[config.mk]
export PLATFORM = sky130hd
export DESIGN_NAME = sw_debounce
export DESIGN_NICKNAME = d
export VERILOG_FILES = /design/src/rtl/sw_debounce.sv
export SDC_FILE = /design/constraint.sdc
export NUM_CORES = 1
export LEC_CHECK = 0
export BUFFER_PORTS_ARGS = -buffer_cell sky130_fd_sc_hd__buf_2
export CAP_MARGIN = 5
export CORE_ASPECT_RATIO = 1.4
export CORE_MARGIN = 5
export CORE_UTILIZATION = 50
export CTS_BUF_LIST = sky130_fd_sc_hd__clkbuf_4
export DETAILED_ROUTE_END_ITERATION = 7
export MAX_ROUTING_LAYER = met4
export PLACE_DENSITY_LB_ADDON = 0.2
export SLEW_MARGIN = 20
export SYNTH_ARGS = -nofsm -noshare
export SYNTH_HDL_FRONTEND = slang
export SYNTH_SLANG_ARGS = --single-unit
[constraint.sdc]
create_clock -name clk -period 2.8 [get_ports clk]
set_input_delay 0.14 -clock clk [delete_from_list [all_inputs] [get_ports clk]]
set_output_delay 0.14 -clock clk [all_outputs]
set_load 0.02 [all_outputs]
[src/rtl/sw_debounce.sv]
// Slide-switch conditioner: two-flop synchronizer plus a per-bit debounce counter.
// It produces one-cycle edge pulses and a single-entry change-event port that keeps only the latest value.
module sw_debounce #(
    parameter int unsigned WIDTH           = 8,
    parameter int unsigned DEBOUNCE_CYCLES = 50000,
    parameter int unsigned CNT_W           = 16
) (
    input  logic             clk,
    input  logic             rst_n,
    input  logic [WIDTH-1:0] sw_raw,
    output logic [WIDTH-1:0] sw_stable,
    output logic [WIDTH-1:0] sw_rise,
    output logic [WIDTH-1:0] sw_fall,
    output logic             evt_valid,
    input  logic             evt_ready,
    output logic [WIDTH-1:0] evt_data,
    output logic             evt_overflow,
    input  logic             ovf_clr
);

    localparam logic [CNT_W-1:0] CNT_LAST = CNT_W'(DEBOUNCE_CYCLES - 1);

    logic [WIDTH-1:0] sync1;
    logic [WIDTH-1:0] sync2;
    logic [CNT_W-1:0] cnt       [WIDTH];
    logic [CNT_W-1:0] cnt_nxt_c [WIDTH];
    logic [WIDTH-1:0] flip_c;
    logic [WIDTH-1:0] stable_nxt_c;
    logic             change_c;
    logic             coalesce_c;

    // Per-bit debounce: count consecutive disagreeing cycles and flip on the last one.
    always_comb begin
        for (int unsigned i = 0; i < WIDTH; i++) begin
            flip_c[i]    = 1'b0;
            cnt_nxt_c[i] = cnt[i];
            if (sync2[i] == sw_stable[i]) begin
                cnt_nxt_c[i] = '0;
            end else if (cnt[i] == CNT_LAST) begin
                flip_c[i]    = 1'b1;
                cnt_nxt_c[i] = '0;
            end else begin
                cnt_nxt_c[i] = cnt[i] + CNT_W'(1);
            end
        end
    end

    assign stable_nxt_c = sw_stable ^ flip_c;
    assign change_c     = |flip_c;
    assign coalesce_c   = change_c & evt_valid & ~evt_ready;

    always_ff @(posedge clk or negedge rst_n) begin
        if (!rst_n) begin
            sync1     <= '0;
            sync2     <= '0;
            sw_stable <= '0;
            sw_rise   <= '0;
            sw_fall   <= '0;
            for (int unsigned i = 0; i < WIDTH; i++) begin
                cnt[i] <= '0;
            end
        end else begin
            sync1     <= sw_raw;
            sync2     <= sync1;
            sw_stable <= stable_nxt_c;
            sw_rise   <= flip_c & ~sw_stable;
            sw_fall   <= flip_c & sw_stable;
            for (int unsigned i = 0; i < WIDTH; i++) begin
                cnt[i] <= cnt_nxt_c[i];
            end
        end
    end

    // Event slot: a new change always overwrites it; a transfer empties it only when no change arrives.
    always_ff @(posedge clk or negedge rst_n) begin
        if (!rst_n) begin
            evt_valid    <= 1'b0;
            evt_data     <= '0;
            evt_overflow <= 1'b0;
        end else begin
            if (change_c) begin
                evt_valid <= 1'b1;
                evt_data  <= stable_nxt_c;
            end else if (evt_valid && evt_ready) begin
                evt_valid <= 1'b0;
            end

            if (coalesce_c) begin
                evt_overflow <= 1'b1;
            end else if (ovf_clr) begin
                evt_overflow <= 1'b0;
            end
        end
    end

endmodule

[Word-level counts from Yosys, hierarchy flattened]
Index checks and enable logic that the tools add are counted.
Storage, ports and cells
  bits of input ports: 12
  bits in registers: 178
  output and inout port bits: 34
  logic and storage cells: 87
Operators by class
  multiplexer cells: 36
  equal/unequal tests: 16
  $add $sub $neg: 8
  bitwise operators: 7
  reductions and logical operators: 4
Operator list (number)
  2-to-1 mux 16 bit: 16
  adder 16 x 1 -> 16 bit, second input constant: 8
  == test 16 bit, second input constant: 8
  2-to-1 mux 1 bit: 20
  bitwise AND 8 bit: 2
  == test 1 bit: 8
  inverter 8 bit: 1
  OR reduction 8 bit: 1
  XOR 8 bit: 1
  nonzero test 2 bit: 2
  bitwise AND 1 bit: 2
  logical AND 1 bit: 1
  inverter 1 bit: 1

[Depth between registers and ports, before layout]
  depth in word-level cells: 7
  mapped depth: 7
  depth with buffers taken out: 7

[Worst setup path after synthesis]
Ideal clock, no wire load.
  kind: reg-to-reg
  start point: reg cnt[48] (netlist name)
  end point: reg evt_data[0]
  period minus slack after synthesis: 1986 ps
  cell stages (with the launch flop): 8
  data required time: 2675 ps
  slack: 814 ps
  data arrival time: 1861 ps
  setup time: 125 ps
  buffers on the path: 0
  cell sequence: dfrtp_1 > ha_1 > and3_1 > nand4_4 > o22ai_2 > nor3_2 > nand4b_4 > mux2_4
On the way
  longest elaborated chain between the ends: 4
RTL lines
  start: declaration: RTL line 25  | logic [CNT_W-1:0] cnt [WIDTH];
  start signal: indexed assignment: RTL line 69  | cnt[i] <= cnt_nxt_c[i];
  == test 16 bit: RTL line 39  | end else if (cnt[i] == CNT_LAST) begin
  2-to-1 mux 1 bit: RTL line 39
  2-to-1 mux 1 bit: RTL line 37  | if (sync2[i] == sw_stable[i]) begin
  OR reduction 8 bit: RTL line 49  | assign change_c = |flip_c;
  end signal: assignment: RTL line 83  | evt_data <= stable_nxt_c;
  end: declaration: RTL line 16  | output logic [WIDTH-1:0] evt_data,
Every way passes these cells.
A chain may end at the register's enable or synchronous reset.

[Worst setup path in the final report]
  start point: reg cnt[48] (netlist name)
  end point: reg evt_overflow
On the way
  longest elaborated chain between the ends: 7
  elaborated cells between the ends (all ways): 8
  those cells by class: eq/ne (1); mux (3); bitwise (2); reduce/logical (2)
RTL lines
  == test 16 bit (*): RTL line 39
  2-to-1 mux 1 bit (*): RTL line 39
  2-to-1 mux 1 bit (*): RTL line 37
  OR reduction 8 bit (*): RTL line 49
  bitwise AND 1 bit (*) (2 in a row): RTL line 50  | assign coalesce_c = change_c & evt_valid & ~evt_ready;
  2-to-1 mux 1 bit / nonzero test 2 bit (equally long branches)
  end signal: assignment: RTL line 79  | evt_overflow <= 1'b0;
  end signal: assignment: RTL line 89  | evt_overflow <= 1'b1;
  end signal: assignment: RTL line 91  | evt_overflow <= 1'b0;
  end: declaration: RTL line 17  | output logic evt_overflow,
Mark *: on every way between the ends. The rest lies on a longest branch, timed or not.

==> out/summary.txt <==
Final setup fails: 0
Number of placed I/O pins: 46
Slew of the pin with the lowest slew margin: 0.717 ns
Number of standard cells after synthesis: 709
Area overhead of the layout relative to synthesis: 12.2%
Post-Route WL: 14.6 mm
Total of fill cells in the finished design: 1347
Internal Dissipation: 0.00339 W
Starting density of the core: 50.4%
Type of the worst min-delay path: input port to async pin
TritonCTS clock tree: yes
Final Skew: 0.0177 ns
Largest vdd supply drop: 0.348 mV
Syn Std Cell Area: 7800 um^2
Master cell of the clock root buffer: sky130_fd_sc_hd__clkbuf_4
Placer Congestion: 0.843
Met1 Routed Length: 6.35 mm
Max-Cap Viols: 0
Area of the die: 18200 um^2
Yosys top cell area share: 57.1%
Placement Rows: 54
Detail-routed net length per standard cell: 14.7 um
Crit Path Category: register to register
Core Box Area: 15500 um^2
Synthesized net count: 729
Outcome: finished, final reports clean
Count of synthesis-stage warnings from yosys: 0
Share of the clock period used by the worst path: 91.5%
Arrival time at the worst endpoint: 3.01 ns
Async set-reset flop share out of synthesis: 100%
Sequential share of power: 60.7%
Routed Antenna Nets: 0
Maximum clock insertion buffer count: 2
Sinks on Clock Net: 178
Pin count of the biggest net entering global routing: 77
Detailed Routing Iterations Pass 1: 4
Worst path required time: 3.24 ns
Area of the multi-input gates: 3300 um^2
Number of antenna violations at the first check in global routing: 1
Clock insertion delay at the later pin of the skew report: 0.55 ns
Reported net switching power: 0.000969 W
First-pass GRT wire length: 25.6 mm
Cell taking the most area after synthesis: sky130_fd_sc_hd__dfrtp_1
Final HPWL from detailed placement: 10.3 mm
Vias in the first global route: 5384
Starting DRC count in detailed routing: 342
Commonest cells after routing, fill and taps aside: 178 x sky130_fd_sc_hd__dfrtp_1, 144 x sky130_fd_sc_hd__nor2_1, 80 x sky130_fd_sc_hd__xor2_1, 64 x sky130_fd_sc_hd__nand3_1, 51 x sky130_fd_sc_hd__nand2_1
Sequential element share of the synthesized area: 57.1%
Met3 WL: 570 um
Die span in x: 116 um
Count of buffers inserted at the top-level ports: 45
Worst relative slew slack: 52.2%
Via total after detailed routing: 5247
Total overflow reported by the global router: 0
Max-slew violations: 0
Routed wire length on met2: 7.43 mm
Worst hold slack: 0.138 ns
Fraction of layout cells with a size suffix above 1: 13.8%
Setup crit end kind: register
Most common cell after layout, fill and taps aside: sky130_fd_sc_hd__dfrtp_1
Highest routed layer: met4
Clock-pin slew on the worst setup and hold paths: 0.14 ns
Setup TNS: 0 ns
Share of total power in the clock network: 35.6%
Number of flops mapped to enable cells by yosys: 0
Worst Setup Start Kind: register
Leading post-synthesis cells by cell area: sky130_fd_sc_hd__dfrtp_1 57%, sky130_fd_sc_hd__xor2_1 9.0%, sky130_fd_sc_hd__nor2_1 6.9%, sky130_fd_sc_hd__xnor2_1 4.4%, sky130_fd_sc_hd__nand3_1 4.1%
GRT Resource Usage Total: 18.1%
Unrepaired setup endpoints after global routing: no
Number of vias per cell after detailed routing: 5.28
Mapped Avg Cell Area: 11.0 um^2
Number of synthesized register bits: 178
DRC violation count after routing: 0
Static leakage: 4.11 nW
Time the final worst path needs with I/O delays and setup: 2.56 ns
Area used by sequential logic in the layout: 4450 um^2
Fraction of the core area covered by cells at the end of the flow: 56.5%
DIE HEIGHT: 158 um
Switching power share of the total: 22.2%
Max Clk Rate: 390 MHz
Total number of H-tree levels: 4
Post-synth top flop: sky130_fd_sc_hd__dfrtp_1
Total CTS buffers: 17
Power density cells: 498 nW/um^2
Share of power burned in combinational logic: 3.6%
Worst-path fanout max: 6
Number of different library cells in the post-synthesis netlist: 34
Total number of nets in the final design: 804
Number of hold violations in the final report: 0
==> metal layers <==
layer | up-vias | GRT usage (%)
met3 | 15 | 4.24
li1 | 2540 | -
met4 | 0 | 5.37
met2 | 72 | 29.4
met1 | 2620 | 22.6
met5 | - | -
==> registers in the layout, indices dropped and copies added, names as in the netlist <==
name          cells
sync1             8
sw_fall           8
cnt             128
evt_data          8
sw_rise           8
sw_stable         8
evt_valid         1
sync2             8
evt_overflow      1
==> kinds of logic after synthesis <==
kind of cell               Yosys count  synth area share [%]
and+or+nand+nor                    365                  24.0
DFF                                178                  57.1
xor gates and xnor gates           119                  13.4
muxes                               16                  2.70
AOI/OAI and AO/OA                   12                 0.995
buffers and inverters               11                 0.530
adders and majority gates            8                  1.28
==> Yosys cell counts (all sizes together) (2+ instances only) <==
cell type	instances
xnor2	39
and4bb	2
o21ai	4
clkbuf	8
ha	8
nor2	144
nor3b	16
and3	40
mux2	16
or3	4
nor4bb	7
a21oi	4
nand3	64
xor2	80
nor2b	2
nand2	51
dfrtp	178
nor3	16
inv	3
nand2b	2
o22ai	2
nor4b	8
nand4	8
==> power groups by stage <==
stage / Clock (W) / Combinational, W / Sequential (W)
floorplan: 0 / 0.0000699 / 0.00269
global placement: 0 / 0.000145 / 0.00269
detailed placement: 0 / 0.000152 / 0.00270
CTS: 0.00162 / 0.000164 / 0.00265
global route: 0.00172 / 0.000187 / 0.00265
finish: 0.00155 / 0.000158 / 0.00265
==> area by class of cell <==
| class | count | area share [%] |
|---|---|---|
| clock inverters | 12 | 1.87 |
| inverters | 3 | 0.129 |
| diodes | 1 | 0.0286 |
| repair buffers | 64 | 4.76 |
| multi-input cells | 520 | 37.7 |
| flip-flops and latches | 178 | 50.9 |
| clock buffers | 20 | 1.72 |
| well taps | 196 | 2.80 |
==> critical path, stage by stage (launching register included) <==
cell and delay (ns):
sky130_fd_sc_hd__dfrtp_1 0.44, sky130_fd_sc_hd__ha_1 0.25, sky130_fd_sc_hd__and3_1 0.25, sky130_fd_sc_hd__nand4_4 0.11, sky130_fd_sc_hd__o22ai_2 0.10, sky130_fd_sc_hd__nor3_2 0.29
sky130_fd_sc_hd__nand4b_4 0.18, sky130_fd_sc_hd__a32o_2 0.29, sky130_fd_sc_hd__dlygate4sd3_1 0.55
==> stage by stage <==
stage	power (W)	std cells	area, um^2	setup WS (ns)
2_1_floorplan	0.00276	709	7800	0.814
3_3_place_gp	0.00284	944	8270	0.661
3_5_place_dp	0.00285	944	8270	0.569
4_1_cts	0.00443	988	8700	0.0362
5_1_grt	0.00457	994	8740	0.106
6_report	0.00436	994	8740	0.238
==> path summary, 6_finish.rpt <==
| path | cells after the start | endpoint | slack [ns] | start |
|---|---|---|---|---|
| max in group asynchronous | 3 | cnt[4] | 1.77 | rst_n |
| min in group clk | 2 | sync1[2] | 0.22 | sw_raw[2] |
| worst min-delay path | 2 | cnt[58] | 0.14 | rst_n |
| worst min register to register | 0 | sync2[1] | 0.36 | sync1[1] |
| worst max-delay path | 8 | evt_overflow | 0.24 | cnt[48] |
| worst max register to register | 8 | evt_overflow | 0.24 | cnt[48] |
==> timing repair <==
action                                  CTS  global route
hold endpoints to repair                 84             0
endpoints found under the setup margin    0             1
gates resized for setup                   0             0
buffers inserted                          0             5
hold buffers                             12             0
No activity file was read; power rests on OpenSTA's default activity.
